[src/rtl/arrow_lane_if.sv]
// arrow_lane_if: pixel, control and judgement signals of one lane.
// master drives frame_tick/spawn/hit_btn/x/y; slave returns pixels and judgements.
interface arrow_lane_if #(
  parameter int SLOTS = 4
);
  localparam int CW = $clog2(SLOTS + 1);

  logic          frame_tick;
  logic          spawn;
  logic          hit_btn;
  logic [9:0]    x;
  logic [9:0]    y;
  logic          arrow;
  logic          target;
  logic          flash;
  logic          hit;
  logic [CW-1:0] miss_n;
  logic          overflow;
  logic [CW-1:0] active_cnt;

  modport master (
    output frame_tick, spawn, hit_btn, x, y,
    input  arrow, target, flash, hit,
    input  miss_n, overflow, active_cnt
  );

  modport slave (
    input  frame_tick, spawn, hit_btn, x, y,
    output arrow, target, flash, hit,
    output miss_n, overflow, active_cnt
  );
endinterface

[src/rtl/arrow_lane.sv]
// arrow_lane: one note lane - target arrow, scrolling notes, hit/miss judgement.
// Ports: clk, rst (sync, active-high), bus (arrow_lane_if.slave).
module arrow_lane #(
  parameter int LANE_X   = 50,
  parameter int TARGET_Y = 400,
  parameter int DIR      = 0,
  parameter int SLOTS    = 4,
  parameter int SPEED    = 2,
  parameter int HIT_WIN  = 12,
  parameter int HW       = 15,
  parameter int FLASH_FR = 4
) (
  input  logic        clk,
  input  logic        rst,
  arrow_lane_if.slave bus
);
  localparam int CW = $clog2(SLOTS + 1);
  localparam int IW = (SLOTS > 1) ? $clog2(SLOTS) : 1;
  localparam int FW = $clog2(FLASH_FR + 1);
  localparam int SW = (2 * HW) / 5;

  localparam logic signed [11:0] P_HW = 12'(HW);
  localparam logic signed [11:0] P_SW = 12'(SW);
  localparam logic [10:0] LO  = 11'(TARGET_Y);
  localparam logic [10:0] LIM = 11'(TARGET_Y + HIT_WIN);
  localparam logic [10:0] WIN = 11'(HIT_WIN);
  localparam logic [10:0] SPD = 11'(SPEED);

  logic [SLOTS-1:0] r_valid;
  logic [9:0]       r_yc [SLOTS];
  logic             r_btn_prev;
  logic [FW-1:0]    r_flash_cnt;
  logic             r_hit;
  logic [CW-1:0]    r_miss_n;
  logic             r_overflow;
  logic [CW-1:0]    r_active_cnt;

  logic [SLOTS-1:0] w_valid_n;
  logic [9:0]       w_yc_n [SLOTS];
  logic [FW-1:0]    w_flash_n;
  logic             w_press;
  logic             w_win_ok;
  logic [IW-1:0]    w_win;
  logic [9:0]       w_best;
  logic             w_hit;
  logic             w_free_ok;
  logic [IW-1:0]    w_free;
  logic [CW-1:0]    w_miss;
  logic             w_ovf;
  logic [CW-1:0]    w_cnt;
  logic             w_arrow;
  logic             w_target;

  // Local frame is rotated so every orientation reuses the up-arrow test.
  function automatic logic f_shape(
    input logic [9:0] px, py, cx, cy
  );
    logic signed [11:0] dx, dy, u, v, au;
    logic head, stem;
    dx = $signed({2'b00, px}) - $signed({2'b00, cx});
    dy = $signed({2'b00, py}) - $signed({2'b00, cy});
    case (DIR)
      1: begin u = dx; v = -dy; end
      2: begin u = dy; v = dx;  end
      3: begin u = dy; v = -dx; end
      default: begin u = dx; v = dy; end
    endcase
    au   = (u < 0) ? -u : u;
    head = (v >= -P_HW) && (v < 0) && (au <= v + P_HW);
    stem = (v >= 0) && (v < P_HW) && (u >= -P_SW) && (u < P_SW);
    return head | stem;
  endfunction

  always_comb begin
    w_arrow = 1'b0;
    for (int i = 0; i < SLOTS; i++)
      if (r_valid[i] && f_shape(bus.x, bus.y, 10'(LANE_X), r_yc[i]))
        w_arrow = 1'b1;
    w_target = f_shape(bus.x, bus.y, 10'(LANE_X), 10'(TARGET_Y));
  end

  assign bus.arrow  = w_arrow;
  assign bus.target = w_target;
  assign bus.flash  = w_target & (r_flash_cnt != '0);

  always_comb begin
    w_press  = bus.hit_btn & ~r_btn_prev;
    w_win_ok = 1'b0;
    w_win    = '0;
    w_best   = '0;
    // Strict '>' keeps the lowest index on equal yc.
    for (int i = 0; i < SLOTS; i++)
      if (r_valid[i] &&
          ({1'b0, r_yc[i]} + WIN >= LO) &&
          ({1'b0, r_yc[i]} <= LIM))
        if (!w_win_ok || r_yc[i] > w_best) begin
          w_win_ok = 1'b1;
          w_win    = IW'(i);
          w_best   = r_yc[i];
        end
    w_hit = w_press & w_win_ok;

    // Free slot chosen from start-of-cycle state only.
    w_free_ok = 1'b0;
    w_free    = '0;
    for (int i = 0; i < SLOTS; i++)
      if (!r_valid[i] && !w_free_ok) begin
        w_free_ok = 1'b1;
        w_free    = IW'(i);
      end
    w_ovf = bus.spawn & ~w_free_ok;

    w_miss = '0;
    for (int i = 0; i < SLOTS; i++) begin
      w_valid_n[i] = r_valid[i];
      w_yc_n[i]    = r_yc[i];
      if (w_hit && w_win == IW'(i)) begin
        w_valid_n[i] = 1'b0;
      end else if (bus.frame_tick && r_valid[i]) begin
        w_yc_n[i] = r_yc[i] + 10'(SPEED);
        if ({1'b0, r_yc[i]} + SPD > LIM) begin
          w_valid_n[i] = 1'b0;
          w_miss       = w_miss + CW'(1);
        end
      end
      if (bus.spawn && w_free_ok && w_free == IW'(i)) begin
        w_valid_n[i] = 1'b1;
        w_yc_n[i]    = 10'(HW);
      end
    end

    if (w_hit)
      w_flash_n = FW'(FLASH_FR);
    else if (bus.frame_tick && r_flash_cnt != '0)
      w_flash_n = r_flash_cnt - FW'(1);
    else
      w_flash_n = r_flash_cnt;

    w_cnt = '0;
    for (int i = 0; i < SLOTS; i++)
      w_cnt = w_cnt + CW'(w_valid_n[i]);
  end

  always_ff @(posedge clk) begin
    if (rst) begin
      r_valid      <= '0;
      for (int i = 0; i < SLOTS; i++)
        r_yc[i] <= '0;
      r_btn_prev   <= 1'b0;
      r_flash_cnt  <= '0;
      r_hit        <= 1'b0;
      r_miss_n     <= '0;
      r_overflow   <= 1'b0;
      r_active_cnt <= '0;
    end else begin
      r_valid      <= w_valid_n;
      for (int i = 0; i < SLOTS; i++)
        r_yc[i] <= w_yc_n[i];
      r_btn_prev   <= bus.hit_btn;
      r_flash_cnt  <= w_flash_n;
      r_hit        <= w_hit;
      r_miss_n     <= w_miss;
      r_overflow   <= w_ovf;
      r_active_cnt <= w_cnt;
    end
  end

  assign bus.hit        = r_hit;
  assign bus.miss_n     = r_miss_n;
  assign bus.overflow   = r_overflow;
  assign bus.active_cnt = r_active_cnt;
endmodule

[src/flat_wrapper.sv]
// flat-port wrapper written by rule: the top's interface ports become plain ports
module arrow_lane_flat 
#(
  parameter int LANE_X   = 50,
  parameter int TARGET_Y = 400,
  parameter int DIR      = 0,
  parameter int SLOTS    = 4,
  parameter int SPEED    = 2,
  parameter int HIT_WIN  = 12,
  parameter int HW       = 15,
  parameter int FLASH_FR = 4
)
  (clk, rst, bus_frame_tick, bus_spawn, bus_hit_btn, bus_x, bus_y, bus_arrow, bus_target, bus_flash, bus_hit, bus_miss_n, bus_overflow, bus_active_cnt);
  arrow_lane_if #(.SLOTS(SLOTS)) bus_i ();
  input  logic clk;
  input  logic rst;
  input wire logic [$bits(bus_i.frame_tick)-1:0] bus_frame_tick;
  input wire logic [$bits(bus_i.spawn)-1:0] bus_spawn;
  input wire logic [$bits(bus_i.hit_btn)-1:0] bus_hit_btn;
  input wire logic [$bits(bus_i.x)-1:0] bus_x;
  input wire logic [$bits(bus_i.y)-1:0] bus_y;
  output wire logic [$bits(bus_i.arrow)-1:0] bus_arrow;
  output wire logic [$bits(bus_i.target)-1:0] bus_target;
  output wire logic [$bits(bus_i.flash)-1:0] bus_flash;
  output wire logic [$bits(bus_i.hit)-1:0] bus_hit;
  output wire logic [$bits(bus_i.miss_n)-1:0] bus_miss_n;
  output wire logic [$bits(bus_i.overflow)-1:0] bus_overflow;
  output wire logic [$bits(bus_i.active_cnt)-1:0] bus_active_cnt;
  assign bus_i.frame_tick = bus_frame_tick;
  assign bus_i.spawn = bus_spawn;
  assign bus_i.hit_btn = bus_hit_btn;
  assign bus_i.x = bus_x;
  assign bus_i.y = bus_y;
  assign bus_arrow = bus_i.arrow;
  assign bus_target = bus_i.target;
  assign bus_flash = bus_i.flash;
  assign bus_hit = bus_i.hit;
  assign bus_miss_n = bus_i.miss_n;
  assign bus_overflow = bus_i.overflow;
  assign bus_active_cnt = bus_i.active_cnt;
  arrow_lane #(.LANE_X(LANE_X), .TARGET_Y(TARGET_Y), .DIR(DIR), .SLOTS(SLOTS), .SPEED(SPEED), .HIT_WIN(HIT_WIN), .HW(HW), .FLASH_FR(FLASH_FR)) u_core (.clk(clk), .rst(rst), .bus(bus_i));
endmodule
[config.mk]
export PLATFORM = sky130hd
export DESIGN_NAME = arrow_lane_flat
export DESIGN_NICKNAME = d
export VERILOG_FILES = /design/src/rtl/arrow_lane_if.sv /design/src/rtl/arrow_lane.sv /design/src/flat_wrapper.sv
export SDC_FILE = /design/constraint.sdc
export NUM_CORES = 1
export LEC_CHECK = 0
export ABC_AREA = 0
export BUFFER_PORTS_ARGS = -buffer_cell sky130_fd_sc_hd__buf_2
export CAP_MARGIN = 20
export CORE_AREA = 2 2 154 96
export DETAILED_ROUTE_END_ITERATION = 8
export DIE_AREA = 0 0 156 98
export HOLD_SLACK_MARGIN = 0.12
export PLACE_DENSITY = 0.93
export SYNTH_ARGS = -nofsm -noshare
export SYNTH_HDL_FRONTEND = slang
export SYNTH_SLANG_ARGS = --single-unit
[constraint.sdc]
create_clock -name clk -period 11.4 [get_ports clk]
set_clock_uncertainty 0.15 [all_clocks]
set_input_delay 0.57 -clock clk [delete_from_list [all_inputs] [get_ports clk]]
set_output_delay 0.57 -clock clk [all_outputs]
set_load 0.05 [all_outputs]
* After elaboration in Yosys (flattened, before gate mapping)
Memories as Yosys holds them, arrays and structs flattened.
Cells that the tools add are included.
** Operators by class
- Add/sub/neg operators :: 31
- Order comparisons :: 43
- Equality and inequality tests :: 6
- Mux-type cells :: 79
- Bitwise operators :: 15
- Reduce and logical (&&, ||, !) cells :: 70
** Operators with widths (count)
- 10-bit two-way mux :: 21
- 11-bit by 1-bit less-than comparator with 1-bit output (second input constant) :: 6
- 11-bit by 5-bit adder with 12-bit output (second input constant) :: 5
- 12-bit <= comparator :: 5
- 11-bit by 1-bit greater-or-equal comparator with 1-bit output (second input constant) :: 5
- 11-bit by 5-bit greater-or-equal comparator with 1-bit output (second input constant) :: 5
- 11-bit by 5-bit less-than comparator with 1-bit output (second input constant) :: 5
- 1-bit logical AND :: 54
- 10-bit by 2-bit adder with 11-bit output (second input constant) :: 4
- 10-bit by 4-bit adder with 11-bit output (second input constant) :: 4
- 11-bit by 9-bit greater-or-equal comparator with 1-bit output (second input constant) :: 4
- 11-bit by 9-bit > comparator with 1-bit output (second input constant) :: 4
- 10-bit by 10-bit subtractor with 11-bit output :: 4
- 10-bit by 2-bit adder with 10-bit output (second input constant) :: 4
- 10-bit by 9-bit <= comparator with 1-bit output (second input constant) :: 4
- 3-bit two-way mux :: 13
- 1-bit two-way mux :: 37
- 10-bit > comparator :: 3
- 2-bit two-way mux :: 7
- 12-bit two-way mux :: 1
- 11-bit negation with 12-bit output :: 1
- 11-bit by 4-bit greater-or-equal comparator with 1-bit output (second input constant) :: 1
- 11-bit by 4-bit less-than comparator with 1-bit output (second input constant) :: 1
- 10-bit by 6-bit subtractor with 11-bit output (second input constant) :: 1
- 16 further kinds :: 45
** Word-level totals
- Register bits after elaboration :: 16
- Memory bits (writable) :: 40
- Input port bits :: 25
- Output and inout bits :: 11
- Logic and storage cells :: 253
- Memories kept :: 1
** Memory list
- u_core.r_yc :: depth 4, bits a word 10, rd ports 4, clocked after memory_dff 0, write ports 4, line arrow_lane.sv:30 : logic [9:0] r_yc [SLOTS];

* Logic depth before layout (Yosys ltp)
An unclocked memory read counts as a cell.
- Word-level depth :: 33
- Depth in mapped cells :: 39
- Depth with buffers taken out :: 37

* Worst setup path before layout
No wires, ideal clock.
- Path type :: reg-to-reg
- Start :: reg u_core.r_valid[0]
- End :: reg u_core.r_miss_n[2], in the netlist u_core.bus.miss_n[2]
- Arrival :: 7.495 ns
- Required time :: 11.122 ns
- Setup slack :: 3.628 ns
- Cell stages (with the launch flop) :: 38
- Path buffers :: 3
- Cell sequence :: dfxtp_1 -> buf_4 -> or4b_1 -> a311o_1 -> a31oi_2 -> buf_4 -> inv_1 -> ha_1 -> a211oi_1 -> o21bai_1 -> nor4_1 -> o31ai_2 -> and2_4 -> buf_6 -> nor2_1 -> a21oi_1 -> ha_1 -> a21oi_1 -> [2 not listed] -> o22a_1 -> nor2_1 -> mux2_2 -> ha_1 -> nor2b_1 -> o21bai_1 -> a31o_2 -> a211oi_1 -> a2111o_1 -> o211a_1 -> ha_1 -> mux2_4 -> ha_1 -> mux2_2 -> ha_1 -> nand4_1 -> xor2_1 -> nor2_1
** Between the ends
- Cells in the longest elaborated chain, start to end :: 30
- Elaborated cells between the ends (all ways) :: 53
** Ends and longest elaborated chain
- start, declared :: line arrow_lane.sv:29 : logic [SLOTS-1:0] r_valid;
- start signal, assigned :: line arrow_lane.sv:156 : r_valid <= w_valid_n;
- 1-bit logical AND :: line arrow_lane.sv:93 : if (r_valid[i] &&
- 1-bit logical AND :: line arrow_lane.sv:94 : ({1'b0, r_yc[i]} + WIN >= LO) &&
- 10-bit two-way mux or 1-bit two-way mux (tied branches) :: line arrow_lane.sv:93
- 10-bit > comparator or 1-bit zero test (tied branches) :: line arrow_lane.sv:96 : if (!w_win_ok || r_yc[i] > w_best) begin
- 1-bit logical OR :: line arrow_lane.sv:96
- 10-bit two-way mux or 1-bit two-way mux (tied branches) :: line arrow_lane.sv:96
- 10-bit two-way mux or 1-bit two-way mux (tied branches) :: line arrow_lane.sv:93
- 10-bit > comparator or 1-bit zero test (tied branches) :: line arrow_lane.sv:96
- [14 not listed]
- 3-bit by 1-bit adder with 3-bit output :: line arrow_lane.sv:123 : w_miss = w_miss + CW'(1);
- 3-bit two-way mux :: line arrow_lane.sv:121 : if ({1'b0, r_yc[i]} + SPD > LIM) begin
- 3-bit two-way mux :: line arrow_lane.sv:119 : end else if (bus.frame_tick && r_valid[i]) begin
- 3-bit two-way mux :: line arrow_lane.sv:117 : if (w_hit && w_win == IW'(i)) begin
- 3-bit by 1-bit adder with 3-bit output :: line arrow_lane.sv:123
- 3-bit two-way mux :: line arrow_lane.sv:121
- 3-bit two-way mux :: line arrow_lane.sv:119
- 3-bit two-way mux (*) :: line arrow_lane.sv:117
- end signal, assigned :: line arrow_lane.sv:162 : r_miss_n <= w_miss;
- end, declared :: line arrow_lane.sv:34 : logic [CW-1:0] r_miss_n;
Mark *: on every way between the ends. The rest lies on a longest branch, timed or not.
A chain may end at the register's enable or synchronous reset.

* Worst setup path after layout
Ends and elaborated chain as after synthesis.

==> metrics.yaml <==
synth:
  postSynthCellCount: 1187
  ys_ff_latch: 56
  async_reset_ff_share_pct: 0
  netlist_area_sq_um: 9050
  synth_ff_type: "dfxtp_1"
  synth.avg_cell_area_sq_um: 7.63
  synth_edf_count: 0
  synth_top_area_cell: "ha_1"
  synth_top_area_share_pct: 23.8
  yosysUniqueCellTypes: 78
  synth_area_leaders: "ha_1 (24%), dfxtp_1 (12%), xnor2_1 (7.4%)"
  synth_seq_area_share_pct: 12.4
  yosysWarnings: 0
global_route:
  overflow: 0
  grt_util_all_layers_pct: 31.9
  antenna_found_initial: 0
  grt_max_degree: 36
  grt_pass1_vias: 8445
  grt_first_pass_wirelength_mm: 40.1
routing:
  avgViaCountPerCell: 6.44
  dr.pass1.iters: 6
  drt_wl_total_mm: 24.6
  vias: 9034
  wl_per_cell_microns: 17.5
  wl_met2_mm: 10.3
  drt-initial-drc-count: 960
  ant_nets: 0
  wl_met3_mm: 2.57
  m1WireLength_mm: 11.3
  post-route-drc-count: 0
  top_layer: "met4"
critical_path:
  crit_path_frequent_cell: "ha_1"
  critPathBufInv: 0
  arrival_ps: 9340
  critPathSlowestCell: "dfxtp_1"
  cp.required_ps: 11420
  critPathKind: "flop to flop"
  slowest_delay_ps: 590
  critical-path-top-delay-family: "compound AO/OA/AOI/OAI gates"
  worstPathMaxFanout: 12
  startpoint_type: "flop"
  crit_path_end_kind: "flop"
placement:
  port_buffers: 35
  place_ws_ps: 2470
  dp.final_hpwl_mm: 20.0
  dp.cells: 1394
  place_congestion: 0.993
  dpl_cell_area_sq_um: 9400
finish:
  diodes: 0
  drive_gt1_share_pct: 5.56
  area_growth_syn_to_layout_pct: 5.47
  n_fill_cell: 1138
  utilization_pct: 68.2
  nets: 1423
  final_common_cell: "ha_1"
  stdcell_area_sq_um: 9550
  final_cell_mix: "ha_1 (172), nor2_1 (96), inv_1 (87), nand2_1 (86), xnor2_1 (77)"
  stdcell_count: 1402
floorplan:
  die_h_microns: 98
  rows: 34
  core-area_sq_um: 14000
  dieArea_sq_um: 15300
  pin_count: 36
  die_width_microns: 156
  start_util_pct: 64.7
clock_network:
  clk_latency_ps: 310
  cts-root-buf: "clkbuf_16"
  cts_tree: "yes"
  clock_sinks: 56
  cts_resized: 0
  clk_path_buf_depth: 2
  h-tree-depth: 2
  cts_setup_buffers: 0
  ctsHoldBuffers: 0
  numCtsBuffers: 5
  path_clk_slew_ps: 80
outcome:
  outcome: "finished clean"
sta:
  hold_viol: 0
  setup-violations-final: 0
  fin_setup_tns_ps: 0
  fin_crit_sh_pct: 81.8
  slew_headroom_pct: 32.5
  worst_pin_slew_ps: 1010
  layout_min_cycle_time_ps: 9330
  setup_ws_ps: 2070
  fmax_mhz: 107
  rsz0062_at_grt: "false"
  slew_viol_final: 0
power:
  p_per_area_nw_per_um2: 79.5
  irDropWorstVdd_uv: 83.3
  leakage_nw: 3.96
worst_hold_path:
  hold_path_class: "input port to flop"
run:
  max_cap_viol_count: 0
## power breakdown
group	switching, mW	internal (mW)
Clock	0.0804	0.0822
Sequential	0.00969	0.204
Combinational	0.227	0.156
## cells by family after synthesis
logic type	Yosys count	synth area share, %
compound gates	291	21.9
xor+xnor	111	10.7
fa+ha+maj	177	24.9
buf+inv	115	5.13
flops	56	12.4
mux	9	1.12
other cells	2	0.0829
simple gates	426	23.7
## Yosys cell counts, drive strengths merged, types with 13 or more instances
library cell / instances
nor2: 96
dfxtp: 56
a21oi: 67
nand2: 87
nand3: 40
nor4: 14
ha: 172
and3: 13
nand4: 37
o21a: 22
clkbuf: 17
a211oi: 16
nor2b: 23
xor2: 34
nor3: 45
a21o: 15
xnor2: 77
inv: 87
nand2b: 27
o21ai: 62
## per-layer routing
layer | vias to the layer above | track usage [%]
met1 | 4156 | 46.1
met3 | 49 | 5.50
met2 | 438 | 49.6
li1 | 4391 | -
met5 | - | 0
met4 | 0 | 7.06
## registers in the layout (all words and copies together) (netlist names)
register	cells
u_core.bus.active_cnt	3
u_core.r_btn_prev	1
u_core.r_yc	40
u_core.bus.overflow	1
u_core.r_flash_cnt	3
u_core.bus.hit	1
u_core.bus.miss_n	3
u_core.r_valid	4
## path summary, 6_finish.rpt
kind,startpoint,end,slack (ps),depth (start not counted)
max reg2reg,u_core.r_valid[0]$_SDFF_PP0_,u_core.bus.miss_n[2]$_SDFF_PP0_,2070,32
max,u_core.r_valid[0]$_SDFF_PP0_,u_core.bus.miss_n[2]$_SDFF_PP0_,2070,32
min,bus_hit_btn,u_core.r_btn_prev$_SDFF_PP0_,340,2
min reg2reg,u_core.r_flash_cnt[1]$_SDFFE_PP0P_,u_core.r_flash_cnt[1]$_SDFFE_PP0P_,370,2
## area by class of cell
class	count	area, sq um	share of cell area [%]
multi-input cells	1033	7530	78.9
flip-flops and latches	56	1120	11.7
inverters	87	327	3.42
well taps	180	225	2.36
repair buffers	38	198	2.07
clock buffers	5	125	1.31
clock inverters	3	21.3	0.223
## worst reg2reg max path, delay by kind of cell, from the launching register on
kind	cells	cell delay, ps
compound gates	14	4160
mux	3	970
simple gates	9	1750
flops	1	590
xor+xnor	1	150
fa+ha+maj	5	1410
## per-stage QoR
stage | hold WS [ps] | total power, mW
after floorplan | 317 | 0.501
after global placement | 348 | 0.572
after detailed placement | 357 | 0.590
after CTS | 345 | 0.749
after global routing | 382 | 0.814
final | 342 | 0.760
(Power assumes the default switching activity.)
